==> src/rtl/alu_shift_pipe.sv <==
// rtl/alu_shift_pipe.sv - pipelined log-shifter for shifts and rotates with valid/ready flow control
package simple_processor_pkg;
    localparam int DATA_WIDTH = 32;
endpackage

module alu_shift_pipe #(
    parameter int DATA_WIDTH  = simple_processor_pkg::DATA_WIDTH,
    parameter int PIPE_STAGES = 2,
    parameter int TAG_WIDTH   = 5,
    localparam int SHIFT_WIDTH = $clog2(DATA_WIDTH)
) (
    input  logic                   clk_i,
    input  logic                   rst_ni,
    input  logic                   in_valid_i,
    output logic                   in_ready_o,
    input  logic [2:0]             op_i,
    input  logic                   use_imm_i,
    input  logic [DATA_WIDTH-1:0]  rs1_data_i,
    input  logic [DATA_WIDTH-1:0]  rs2_data_i,
    input  logic [SHIFT_WIDTH-1:0] imm_i,
    input  logic [TAG_WIDTH-1:0]   tag_i,
    output logic                   out_valid_o,
    input  logic                   out_ready_i,
    output logic [DATA_WIDTH-1:0]  result_o,
    output logic [TAG_WIDTH-1:0]   tag_o,
    output logic                   illegal_o
);

    localparam logic [2:0] OP_SLL = 3'd0;
    localparam logic [2:0] OP_SRA = 3'd2;
    localparam logic [2:0] OP_ROL = 3'd3;
    localparam logic [2:0] OP_ROR = 3'd4;

    // Left ops travel through the pipe bit-reversed so only right shifters are needed.
    function automatic logic is_left(input logic [2:0] op);
        return (op == OP_SLL) || (op == OP_ROL);
    endfunction

    function automatic logic [DATA_WIDTH-1:0] bit_rev(input logic [DATA_WIDTH-1:0] d);
        logic [DATA_WIDTH-1:0] r;
        for (int i = 0; i < DATA_WIDTH; i++) begin
            r[i] = d[DATA_WIDTH-1-i];
        end
        return r;
    endfunction

    // Applies the log-shifter levels owned by one stage; level j moves by 2^j when amt[j] is set.
    function automatic logic [DATA_WIDTH-1:0] shift_levels(
        input logic [DATA_WIDTH-1:0]  d,
        input logic [SHIFT_WIDTH-1:0] amt,
        input logic [2:0]             op,
        input logic                   ill,
        input int                     stage
    );
        logic [DATA_WIDTH-1:0] r;
        r = d;
        for (int j = 0; j < SHIFT_WIDTH; j++) begin
            if (!ill && amt[j] && ((j * PIPE_STAGES) / SHIFT_WIDTH == stage)) begin
                case (op)
                    OP_SRA:         r = $unsigned($signed(r) >>> (1 << j));
                    OP_ROL, OP_ROR: r = (r >> (1 << j)) | (r << (DATA_WIDTH - (1 << j)));
                    default:        r = r >> (1 << j);
                endcase
            end
        end
        return r;
    endfunction

    logic adv;
    assign adv        = !out_valid_o || out_ready_i;
    assign in_ready_o = adv;

    for (genvar s = 0; s < PIPE_STAGES; s++) begin : g_stage
        logic                   v_q;
        logic                   ill_q;
        logic [DATA_WIDTH-1:0]  data_q;
        logic [SHIFT_WIDTH-1:0] amt_q;
        logic [2:0]             op_q;
        logic [TAG_WIDTH-1:0]   tag_q;

        logic                   v_d;
        logic                   ill_d;
        logic [DATA_WIDTH-1:0]  data_src;
        logic [DATA_WIDTH-1:0]  data_d;
        logic [SHIFT_WIDTH-1:0] amt_d;
        logic [2:0]             op_d;
        logic [TAG_WIDTH-1:0]   tag_d;

        if (s == 0) begin : g_head
            assign v_d      = in_valid_i && in_ready_o;
            assign data_src = is_left(op_i) ? bit_rev(rs1_data_i) : rs1_data_i;
            assign amt_d    = use_imm_i ? imm_i : rs2_data_i[SHIFT_WIDTH-1:0];
            assign op_d     = op_i;
            assign tag_d    = tag_i;
            assign ill_d    = (op_i > OP_ROR);
        end else begin : g_body
            assign v_d      = g_stage[s-1].v_q;
            assign data_src = g_stage[s-1].data_q;
            assign amt_d    = g_stage[s-1].amt_q;
            assign op_d     = g_stage[s-1].op_q;
            assign tag_d    = g_stage[s-1].tag_q;
            assign ill_d    = g_stage[s-1].ill_q;
        end

        assign data_d = shift_levels(data_src, amt_d, op_d, ill_d, s);

        // Stage register: clears on reset, advances only when the whole pipe may move.
        always_ff @(posedge clk_i) begin
            if (!rst_ni) begin
                v_q    <= 1'b0;
                ill_q  <= 1'b0;
                data_q <= '0;
                amt_q  <= '0;
                op_q   <= '0;
                tag_q  <= '0;
            end else if (adv) begin
                v_q    <= v_d;
                ill_q  <= ill_d;
                data_q <= data_d;
                amt_q  <= amt_d;
                op_q   <= op_d;
                tag_q  <= tag_d;
            end
        end
    end

    assign out_valid_o = g_stage[PIPE_STAGES-1].v_q;
    assign result_o    = is_left(g_stage[PIPE_STAGES-1].op_q) ? bit_rev(g_stage[PIPE_STAGES-1].data_q)
                                                              : g_stage[PIPE_STAGES-1].data_q;
    assign tag_o       = g_stage[PIPE_STAGES-1].tag_q;
    assign illegal_o   = g_stage[PIPE_STAGES-1].ill_q;

    // Amount bits above the shift width and the final stage's amount carry no meaning.
    logic unused_bits;
    if (SHIFT_WIDTH < DATA_WIDTH) begin : g_unused
        assign unused_bits = ^{rs2_data_i[DATA_WIDTH-1:SHIFT_WIDTH], g_stage[PIPE_STAGES-1].amt_q};
    end else begin : g_unused_amt
        assign unused_bits = ^g_stage[PIPE_STAGES-1].amt_q;
    end

endmodule

==> config.mk <==
export PLATFORM = sky130hd
export DESIGN_NAME = alu_shift_pipe
export DESIGN_NICKNAME = d
export VERILOG_FILES = /design/src/rtl/alu_shift_pipe.sv
export SDC_FILE = /design/constraint.sdc
export NUM_CORES = 1
export LEC_CHECK = 0
export ABC_AREA = 1
export CAP_MARGIN = 20
export CELL_PAD_IN_SITES_DETAIL_PLACEMENT = 0
export CELL_PAD_IN_SITES_GLOBAL_PLACEMENT = 1
export CORE_AREA = 2 2 132 134
export CTS_BUF_LIST = sky130_fd_sc_hd__clkbuf_4
export CTS_CLUSTER_SIZE = 14
export DETAILED_ROUTE_END_ITERATION = 16
export DIE_AREA = 0 0 134 136
export GPL_ROUTABILITY_DRIVEN = 0
export PLACE_DENSITY = 0.87
export SLEW_MARGIN = 20
export SYNTH_ARGS = -nofsm -noshare
export SYNTH_HDL_FRONTEND = slang
export SYNTH_SLANG_ARGS = --single-unit
==> constraint.sdc <==
create_clock -name clk_i -period 2.4 [get_ports clk_i]
set_clock_uncertainty 0.2 [all_clocks]
set_input_delay 0.36 -clock clk_i [delete_from_list [all_inputs] [get_ports clk_i]]
set_output_delay 0.36 -clock clk_i [all_outputs]
set_load 0.05 [all_outputs]
== Word level (Yosys, flattened, before mapping) ==
Cells that the tools add are included.
Cells by class
  magnitude comparators: 1
  eq/ne operators: 7
  muxes and demuxes: 13
  bitwise logic cells: 5
  reductions and logical operators: 16
Operators by type and width (number)
  $pmux 32 s2: 5
  $mux 32: 7
  $or 16x32->32: 1
  $or 24x32->32: 1
  $or 28x32->32: 1
  $or 30x32->32: 1
  $or 31x32->32: 1
  $eq 3x2->1 const B: 5
  $eq 3x3->1 const B: 2
  $logic_and 1x1->1: 6
  $logic_not 3->1: 2
  $mux 5: 1
  $reduce_or 2->1: 2
  $gt 3x3->1 const B: 1
  $logic_not 1->1: 3
  $logic_or 1x1->1: 3
Storage, ports and cells
  register bits after elaboration: 89
  bits of input ports: 82

== Logic depth before layout (Yosys ltp) ==
Gate-level depths: netlist of run 1.
  depth after elaboration: 12
  gate-level depth with buffers: 15
  mapped depth without buffers: 14

== Least setup slack after synthesis of run 1 ==
Ideal clock, no wire load.
  path type: register -> output
  from: register g_stage[1].op_q[1]
  to: output result_o[19]
  data arrival time: 1964 ps
  required time: 1840 ps
  slack: -124 ps
  stages on the path, launching flop included: 7
  path buffers: 1
  cells stage by stage: dfxtp_1 -> inv_1 -> o21ai_0 -> a21oi_1 -> clkbuf_1 -> nor2_1 -> a21oi_1
On the way
  longest elaborated chain between the ends: 3
RTL lines
  start: declaration: RTL line 78  | logic [2:0] op_q;
  start signal: assignment: RTL line 121  | op_q <= op_d;
  $eq 3x2->1 or $logic_not 3->1 (tied branches): RTL line 36  | return (op == OP_SLL) || (op == OP_ROL);
  $logic_or 1x1->1 (*): RTL line 36
  $mux 32 (*): RTL line 128  | assign result_o = is_left(g_stage[PIPE_STAGES-1].op_q) ? bit_rev(g_stage[PIPE_STAGES-1].data_q)
  end: declaration: RTL line 24  | output logic [DATA_WIDTH-1:0] result_o,
Mark *: on every way between the ends. The rest lies on a longest branch, timed or not.

== Final worst setup path of run 1 ==
  from: register g_stage[1].op_q[1]
  to: output result_o[28]
The elaborated chain is that of the path after synthesis.

==> metrics.txt, run 1 <==
# TYPE chip_impl_metric gauge
chip_impl_metric{name="ctsLongestPathBuffers",unit=""} 2
chip_impl_metric{name="port_buffers",unit=""} 94
chip_impl_metric{name="congestion_overflow_gr",unit=""} 0
chip_impl_metric{name="dp_hpwl",unit="um"} 13300
chip_impl_info{name="cp-endpoint",value="result_o[28]"} 1
chip_impl_metric{name="rrSetupSlack",unit="ns"} 0.31
chip_impl_metric{name="yosys_register_bits",unit=""} 86
chip_impl_metric{name="netSwitchingFraction",unit="%"} 40.1
chip_impl_metric{name="count_of_yosys_warnings_during_synthesis",unit=""} 0
chip_impl_metric{name="chipHeight",unit="um"} 136
chip_impl_metric{name="drc_errors",unit=""} 0
chip_impl_metric{name="cts.clk_slew.worst_paths",unit="ns"} 0.14
chip_impl_metric{name="cts-htree-levels",unit=""} 3
chip_impl_metric{name="synth_mux_area_share",unit="%"} 0
chip_impl_metric{name="finalCritPeriodShare",unit="%"} 97.7
chip_impl_info{name="timing.rr.end",value="g_stage[1].data_q[26]"} 1
chip_impl_metric{name="power-per-cell-area",unit="nW/um2"} 612
chip_impl_metric{name="initial_antenna_violation_count",unit=""} 0
chip_impl_metric{name="drive_gt1_share",unit="%"} 15.5
chip_impl_metric{name="hold_buffers",unit=""} 0
chip_impl_metric{name="die-width",unit="um"} 134
chip_impl_metric{name="mappedNetlistNets",unit=""} 1091
chip_impl_metric{name="hold_violations",unit=""} 0
chip_impl_info{name="critical_path.startpoint_type",value="flip-flop"} 1
chip_impl_metric{name="clock_latency_of_the_later_clocked_register_in_the_worst_skew_pair",unit="ns"} 0.46
chip_impl_metric{name="power.leakage",unit="nW"} 3.89
chip_impl_metric{name="timing.setup.tns",unit="ns"} 0
chip_impl_metric{name="first_global_vias",unit=""} 6172
chip_impl_metric{name="maximum_number_of_pins_on_one_net_before_global_route_repair",unit=""} 87
chip_impl_metric{name="design.die.area",unit="um2"} 18200
chip_impl_metric{name="detailroute.via_count",unit=""} 6841
chip_impl_metric{name="synth.avg_cell_area",unit="um2"} 6.08
chip_impl_info{name="class_of_the_most_critical_hold_timing_path",value="input pin to flip-flop"} 1
chip_impl_metric{name="clkSinkCount",unit=""} 86
chip_impl_metric{name="synth-seq-area-share",unit="%"} 28.0
chip_impl_info{name="worst_setup_path_end_kind",value="output port"} 1
chip_impl_metric{name="num-nets-final",unit=""} 1177
chip_impl_metric{name="worst_pin_slew",unit="ns"} 0.599
chip_impl_info{name="status",value="complete, no violations"} 1
chip_impl_metric{name="yosys.cell_types.count",unit=""} 24
chip_impl_metric{name="netlist_instances",unit=""} 1009
chip_impl_metric{name="drv_slew",unit=""} 0
chip_impl_metric{name="wire_length_of_the_first_global_routing_pass",unit="um"} 29500
chip_impl_info{name="synth_top_family_by_area",value="simple AND/OR/NAND/NOR gates"} 1
chip_impl_metric{name="layout_min_cycle_time",unit="ns"} 2.34
chip_impl_metric{name="timing.reg2reg.worst_path_depth",unit=""} 9
chip_impl_metric{name="route.final.wire_length",unit="um"} 18100
chip_impl_metric{name="pwr-share-clk",unit="%"} 18.2
chip_impl_metric{name="vdd_drop_max",unit="uV"} 276
chip_impl_metric{name="area_delta_synth_final",unit="%"} 34.2
chip_impl_metric{name="vias_per_cell",unit=""} 5.16
chip_impl_info{name="unrepaired_setup_endpoints_after_global_routing",value="yes"} 1
chip_impl_metric{name="synth_compound_gate_area_share",unit="%"} 25.9
chip_impl_metric{name="critPathArrivalTime",unit="ns"} 1.78
chip_impl_metric{name="ios",unit=""} 122
chip_impl_metric{name="intPower",unit="mW"} 3.02
chip_impl_metric{name="synth_xor_area_share",unit="%"} 0
chip_impl_info{name="r2r-start",value="g_stage[0].op_q[2]"} 1
chip_impl_info{name="cts_root_buf",value="clkbuf_4"} 1
chip_impl_info{name="tritoncts_clock_tree",value="built"} 1
chip_impl_metric{name="post_synth_instance_area",unit="um2"} 6140
chip_impl_metric{name="route.detailed.wl_per_inst",unit="um"} 13.7
chip_impl_info{name="timing.critical_path.from",value="g_stage[1].op_q[1]"} 1
chip_impl_metric{name="critical_path_peak_fanout",unit=""} 16
chip_impl_metric{name="globalRouteTotalUtil",unit="%"} 20.0
chip_impl_metric{name="cp_data_required_time",unit="ns"} 1.84
chip_impl_metric{name="fraction_of_the_mapped_netlist_area_in_simple_logic_gates",unit="%"} 31.9
chip_impl_info{name="cpMostUsedCell",value="buf_12"} 1
chip_impl_metric{name="rows",unit=""} 48
chip_impl_metric{name="first_pass_iteration_count_of_the_detailed_router",unit=""} 5
chip_impl_metric{name="drtAntennaViolNets",unit=""} 0
chip_impl_info{name="worstSetupPathType",value="flip-flop to output port"} 1
chip_impl_metric{name="drt_iter0_markers",unit=""} 431
chip_impl_metric{name="comb_power_share",unit="%"} 48.0
chip_impl_metric{name="hold_ws",unit="ns"} 0.217
chip_impl_metric{name="relative_contribution_of_sequential_cells_to_total_power",unit="%"} 33.8
chip_impl_metric{name="slew_headroom",unit="%"} 59.9
chip_impl_metric{name="initial_core_util",unit="%"} 36.4
chip_impl_metric{name="max_cap_viol_count",unit=""} 0
chip_impl_metric{name="achievable-frequency",unit="MHz"} 427
chip_impl_metric{name="timing.final.setup_violations",unit=""} 0
chip_impl_metric{name="post_synth_fa_ha_maj_area_fraction",unit="%"} 0
chip_impl_metric{name="power.net_switching",unit="mW"} 2.02
chip_impl_metric{name="tritoncts.num_buffers",unit=""} 9
chip_impl_info{name="path_cells",value="inv_2 > o21ai_2 > a21oi_4 > buf_12 > clkbuf_16 > a21oi_2 > buf_12"} 1
chip_impl_metric{name="cp_slowest_stage_delay",unit="ns"} 0.35
chip_impl_info{name="timing.critical_path.slowest_stage_cell",value="dfxtp_1"} 1
chip_impl_metric{name="coreArea",unit="um2"} 16900
-- critical path, delay by kind of cell, from the launching register on --
kind	cells	cell delay (ns)
flops	1	0.35
compound gates	3	0.41
buf+inv	4	0.55
-- power groups by stage --
stage               sequential (mW)  combinational (mW)  clock (mW)
floorplan                      1.72                1.37           0
global placement               1.73                2.28           0
detailed placement             1.73                2.29           0
CTS                            1.70                2.36       0.942
global route                   1.73                2.63        1.00
finish                         1.70                2.42       0.919
-- through the flow --
| step | power (mW) | utilization (%) | std cells | instance area (um2) | worst slack [ns] |
|---|---|---|---|---|---|
| 2_1_floorplan | 3.09 | - | 1009 | 6180 | -0.114 |
| 3_3_place_gp | 4.01 | 46.7 | 1304 | 7880 | -0.105 |
| 3_5_place_dp | 4.03 | 46.7 | 1304 | 7880 | -0.135 |
| 4_1_cts | 5.01 | 48.1 | 1322 | 8120 | -0.0259 |
| 5_1_grt | 5.35 | 48.8 | 1325 | 8240 | -0.0448 |
| 6_report | 5.04 | 48.8 | 1326 | 8240 | 0.0559 |
-- kinds of logic (layout without fill, tap and decap cells) --
logic type / Yosys count / in the layout
other: 0 / 1
flip-flops: 86 / 86
AND/OR/NAND/NOR: 455 / 455
AO/OA/AOI/OAI: 256 / 256
buffers and inverters: 212 / 303
-- Yosys cell counts --
| library cell | number | area share [%] |
|---|---|---|
| a21oi_1 | 55 | 4.5 |
| a22o_1 | 1 | 0.14 |
| a31oi_1 | 5 | 0.51 |
| a32o_1 | 8 | 1.3 |
| buf_1 | 2 | 0.12 |
| buf_2 | 16 | 1.3 |
| buf_4 | 8 | 0.98 |
| buf_6 | 3 | 0.55 |
| clkbuf_1 | 43 | 2.6 |
| dfxtp_1 | 86 | 28 |
| inv_1 | 137 | 8.4 |
| inv_2 | 3 | 0.18 |
| nand2_1 | 209 | 13 |
| nand2_2 | 4 | 0.41 |
| nand3_1 | 185 | 15 |
| nor2_1 | 55 | 3.4 |
| nor2_4 | 1 | 0.18 |
| o211ai_1 | 41 | 5.0 |
| o211ai_2 | 20 | 4.1 |
| o21a_1 | 1 | 0.12 |
| o21ai_0 | 113 | 9.2 |
| o21ai_1 | 11 | 0.90 |
| o21ai_2 | 1 | 0.14 |
| or2_2 | 1 | 0.10 |
-- layout by cell type, fill, tap and decap left out, types with 20 or more instances in the layout --
cell and n:
dfxtp_1 85, o211ai_2 20, nand2_1 209, nand3_1 185, buf_4 39, buf_12 44
a21oi_1 38, o211ai_1 41, inv_1 135, clkdlybuf4s50_1 60, nor2_1 54, o21ai_0 96
-- worst min path at each step --
| stage | from | to | cells past startpoint |
|---|---|---|---|
| after detailed placement | g_stage[0].v_q | g_stage[0].v_q | 2 |
| after CTS | rst_ni | out_valid_o | 3 |
| after global placement | g_stage[0].v_q | g_stage[0].v_q | 2 |
| final | rst_ni | out_valid_o | 3 |
| after floorplan | g_stage[1].op_q[2] | g_stage[1].op_q[2] | 2 |
| after global routing | rst_ni | out_valid_o | 3 |
-- cell type report --
type                       instances  area, um2
antenna                            1       2.50
clock buffer                       9       67.6
clock inverter                     7       88.8
fill                            1715       8640
inverter                         140        527
multi-input combinational        711       3690
sequential                        86       1720
tap                              225        282
timing repair buffer             147       1850
-- timing repair --
| action | CTS | global route |
|---|---|---|
| gates resized for setup | 18 | 13 |
| buffers inserted | 1 | 1 |
| pin swaps | 0 | 0 |
| cloned | 1 | 3 |
| endpoints found under the setup margin | 32 | 32 |
-- flip-flops by register name, indices dropped and copies added, names as in the netlist --
signal          flops
g_stage.data_q     64
g_stage.op_q        6
g_stage.tag_q       5
tag_o               5
g_stage.amt_q       2
g_stage.ill_q       1
g_stage.v_q         1
illegal_o           1
out_valid_o         1
-- metal layers --
layer	part of all wire (%)	up-vias	track usage (%)
met4	2.0	0	5.50
li1	-	3541	-
met2	47	170	34.2
met5	0	-	0
met3	4.5	24	3.36
met1	46	3106	26.0
Note: power is estimated with default switching activity, not from simulation.
==> run 2, diff against run 1 <==
--- a/config.mk
+++ b/config.mk
@@ -16,6 +16,7 @@
 export DIE_AREA = 0 0 134 136
 export GPL_ROUTABILITY_DRIVEN = 0
 export PLACE_DENSITY = 0.87
+export SETUP_SLACK_MARGIN = 0.02
 export SLEW_MARGIN = 20
 export SYNTH_ARGS = -nofsm -noshare
 export SYNTH_HDL_FRONTEND = slang
==> run 2 against run 1 <==
  * Worst hold slack better by 0.0029 ns
  * Cell count about the same
  * Global-route usage up 0.25 points
  * Highest routed layer unchanged
  * Critical endpoint unchanged
  * Clock-buffer cell count unchanged
  * Critical path depth unchanged
  * Wire length up 0.14%
  * Cell area up 1.3%
==> metrics.txt, run 2 (synthesized netlist as in run 1, its figures left out) <==
# TYPE chip_impl_metric gauge
chip_impl_metric{name="drv_slew",unit=""} 0
chip_impl_metric{name="initial_antenna_violation_count",unit=""} 0
chip_impl_info{name="reg.largest.list",value="g_stage.data_q (64), g_stage.op_q (6)"} 1
chip_impl_metric{name="area_delta_synth_final",unit="%"} 35.9
chip_impl_metric{name="largest_reg_flops",unit=""} 64
chip_impl_metric{name="power-per-cell-area",unit="nW/um2"} 610
chip_impl_info{name="unrepaired_setup_endpoints_after_global_routing",value="yes"} 1
chip_impl_info{name="status",value="complete, no violations"} 1
chip_impl_info{name="mostFrequentLayoutCell",value="nand2_1"} 1
chip_impl_metric{name="timing.reg2reg.worst_path_depth",unit=""} 9
chip_impl_metric{name="achievable-frequency",unit="MHz"} 425
chip_impl_metric{name="finalCritPeriodShare",unit="%"} 98.1
chip_impl_metric{name="cts.clk_slew.worst_paths",unit="ns"} 0.14
chip_impl_metric{name="power.leakage",unit="nW"} 3.90
chip_impl_info{name="mostFrequentLayoutCells",value="209 x nand2_1, 185 x nand3_1, 134 x inv_1"} 1
chip_impl_metric{name="tritoncts.num_buffers",unit=""} 9
chip_impl_metric{name="globalRouteTotalUtil",unit="%"} 20.2
chip_impl_metric{name="drc_errors",unit=""} 0
chip_impl_metric{name="placement.cell_area",unit="um2"} 7880
chip_impl_metric{name="layout_min_cycle_time",unit="ns"} 2.35
chip_impl_metric{name="route.detailed.wl_per_inst",unit="um"} 13.7
chip_impl_metric{name="finish.instance_area",unit="um2"} 8340
chip_impl_info{name="critical_path.startpoint_type",value="flip-flop"} 1
chip_impl_metric{name="totalPowerFinal",unit="mW"} 5.09
chip_impl_info{name="class_of_the_most_critical_hold_timing_path",value="input pin to flip-flop"} 1
chip_impl_info{name="tritoncts_clock_tree",value="built"} 1
chip_impl_metric{name="drtAntennaViolNets",unit=""} 0
chip_impl_info{name="worstSetupPathType",value="flip-flop to output port"} 1
chip_impl_metric{name="first_global_vias",unit=""} 6224
chip_impl_metric{name="cts-htree-levels",unit=""} 3
chip_impl_metric{name="wire_length_of_the_first_global_routing_pass",unit="um"} 29900
chip_impl_metric{name="hold_violations",unit=""} 0
chip_impl_metric{name="filler_cell_count",unit=""} 1703
chip_impl_metric{name="rows",unit=""} 48
chip_impl_metric{name="die-width",unit="um"} 134
chip_impl_metric{name="critical_path_peak_fanout",unit=""} 16
chip_impl_metric{name="drt_iter0_markers",unit=""} 473
chip_impl_metric{name="cp_data_required_time",unit="ns"} 1.84
chip_impl_metric{name="dp_hpwl",unit="um"} 13300
chip_impl_info{name="worst_setup_path_end_kind",value="output port"} 1
chip_impl_metric{name="clock_latency_of_the_later_clocked_register_in_the_worst_skew_pair",unit="ns"} 0.45
chip_impl_metric{name="vdd_drop_max",unit="uV"} 277
chip_impl_metric{name="ctsLongestPathBuffers",unit=""} 2
chip_impl_metric{name="coreArea",unit="um2"} 16900
chip_impl_metric{name="ios",unit=""} 122
chip_impl_metric{name="initial_core_util",unit="%"} 36.4
chip_impl_metric{name="timing.final.setup_violations",unit=""} 0
chip_impl_info{name="cts_root_buf",value="clkbuf_4"} 1
chip_impl_metric{name="maximum_number_of_pins_on_one_net_before_global_route_repair",unit=""} 87
chip_impl_metric{name="design.die.area",unit="um2"} 18200
chip_impl_metric{name="slew_headroom",unit="%"} 60.1
chip_impl_metric{name="route.final.wire_length",unit="um"} 18100
chip_impl_metric{name="hold_ws",unit="ns"} 0.220
chip_impl_metric{name="max_cap_viol_count",unit=""} 0
chip_impl_metric{name="drive_gt1_share",unit="%"} 15.7
chip_impl_metric{name="vias_per_cell",unit=""} 5.16
chip_impl_metric{name="port_buffers",unit=""} 94
chip_impl_metric{name="congestion_overflow_gr",unit=""} 0
chip_impl_metric{name="worst_pin_slew",unit="ns"} 0.599
chip_impl_metric{name="detailroute.via_count",unit=""} 6836
chip_impl_metric{name="worstHoldPathCells",unit=""} 3
chip_impl_metric{name="clkSinkCount",unit=""} 86
chip_impl_info{name="registers.top_by_ff_count",value="g_stage.data_q"} 1
chip_impl_metric{name="num-nets-final",unit=""} 1176
chip_impl_metric{name="first_pass_iteration_count_of_the_detailed_router",unit=""} 5
chip_impl_metric{name="hold_buffers",unit=""} 0
chip_impl_metric{name="timing.setup.tns",unit="ns"} 0
chip_impl_metric{name="critPathArrivalTime",unit="ns"} 1.79
chip_impl_metric{name="chipHeight",unit="um"} 136
## run 2: cell types whose count changed in the layout (fill, tap and decap cells not counted), moves of 2 or more
cell,previous run,this run
o21ai_4,0,12
clkbuf_16,3,1
a21oi_4,2,5
buf_16,0,2
a21oi_2,15,12
o21ai_2,18,6
## run 2: power breakdown
part | internal (mW) | leakage (nW) | switching [mW] | total (mW)
Sequential | 1.59 | 0.714 | 0.114 | 1.70
Clock | 0.417 | 0.0894 | 0.499 | 0.916
Combinational | 1.03 | 3.10 | 1.44 | 2.47
## run 2: path summary, 6_finish.rpt
kind / start / end / slack (ns)
min: rst_ni / out_valid_o / 0.22
max: g_stage[1].op_q[1] / result_o[28] / 0.05
max reg2reg: g_stage[0].op_q[2] / g_stage[1].data_q[26] / 0.31
min reg2reg: g_stage[0].v_q / g_stage[0].v_q / 0.26
## run 2: stage by stage
stage / util [%] / setup slack [ns] / cells
6_report: 49.4 / 0.0467 / 1325
4_1_cts: 48.6 / 0.0541 / 1323
3_5_place_dp: 46.7 / -0.135 / 1304
3_3_place_gp: 46.7 / -0.105 / 1304
5_1_grt: 49.4 / -0.0400 / 1324
2_1_floorplan: - / -0.114 / 1009
## run 2: cell type report
type	count	area [um2]	area share, %
Timing Repair Buffer	146	1840	22.0
Multi-Input combinational cell	711	3810	45.7
Sequential cell	86	1720	20.7
Clock inverter	7	88.8	1.06
Clock buffer	9	67.6	0.810
Inverter	140	529	6.34
Antenna cell	1	2.50	0.0300
Tap cell	225	282	3.37
## run 2: repair_timing
item                       CTS  global route
cloned                       2             1
setup endpoints to repair   32            31
resized for setup           33            18
pin swaps                    2             0
setup buffers                1             0
## run 2: per-layer routing
| layer | up-vias | share of wire (%) | global-route usage (%) |
|---|---|---|---|
| met5 | - | 0 | 0 |
| met4 | 0 | 2.0 | 5.85 |
| met3 | 24 | 4.3 | 3.36 |
| met2 | 164 | 47 | 34.4 |
| met1 | 3108 | 46 | 26.4 |
| li1 | 3540 | - | - |
## run 2: worst max-delay path, stage by stage (launching register included)
cell and delay [ns]:
dfxtp_2 0.36, inv_4 0.05, o21ai_4 0.16, a21oi_4 0.06, buf_12 0.15, buf_16 0.17
a21oi_2 0.22, buf_12 0.16
==> run 3, diff against run 2 <==
--- a/config.mk
+++ b/config.mk
@@ -6,7 +6,6 @@
 export NUM_CORES = 1
 export LEC_CHECK = 0
 export ABC_AREA = 1
-export CAP_MARGIN = 20
 export CELL_PAD_IN_SITES_DETAIL_PLACEMENT = 0
 export CELL_PAD_IN_SITES_GLOBAL_PLACEMENT = 1
 export CORE_AREA = 2 2 132 134
==> results of run 3 <==
The final DEF is identical to that of run 2; final timing and power are the same.
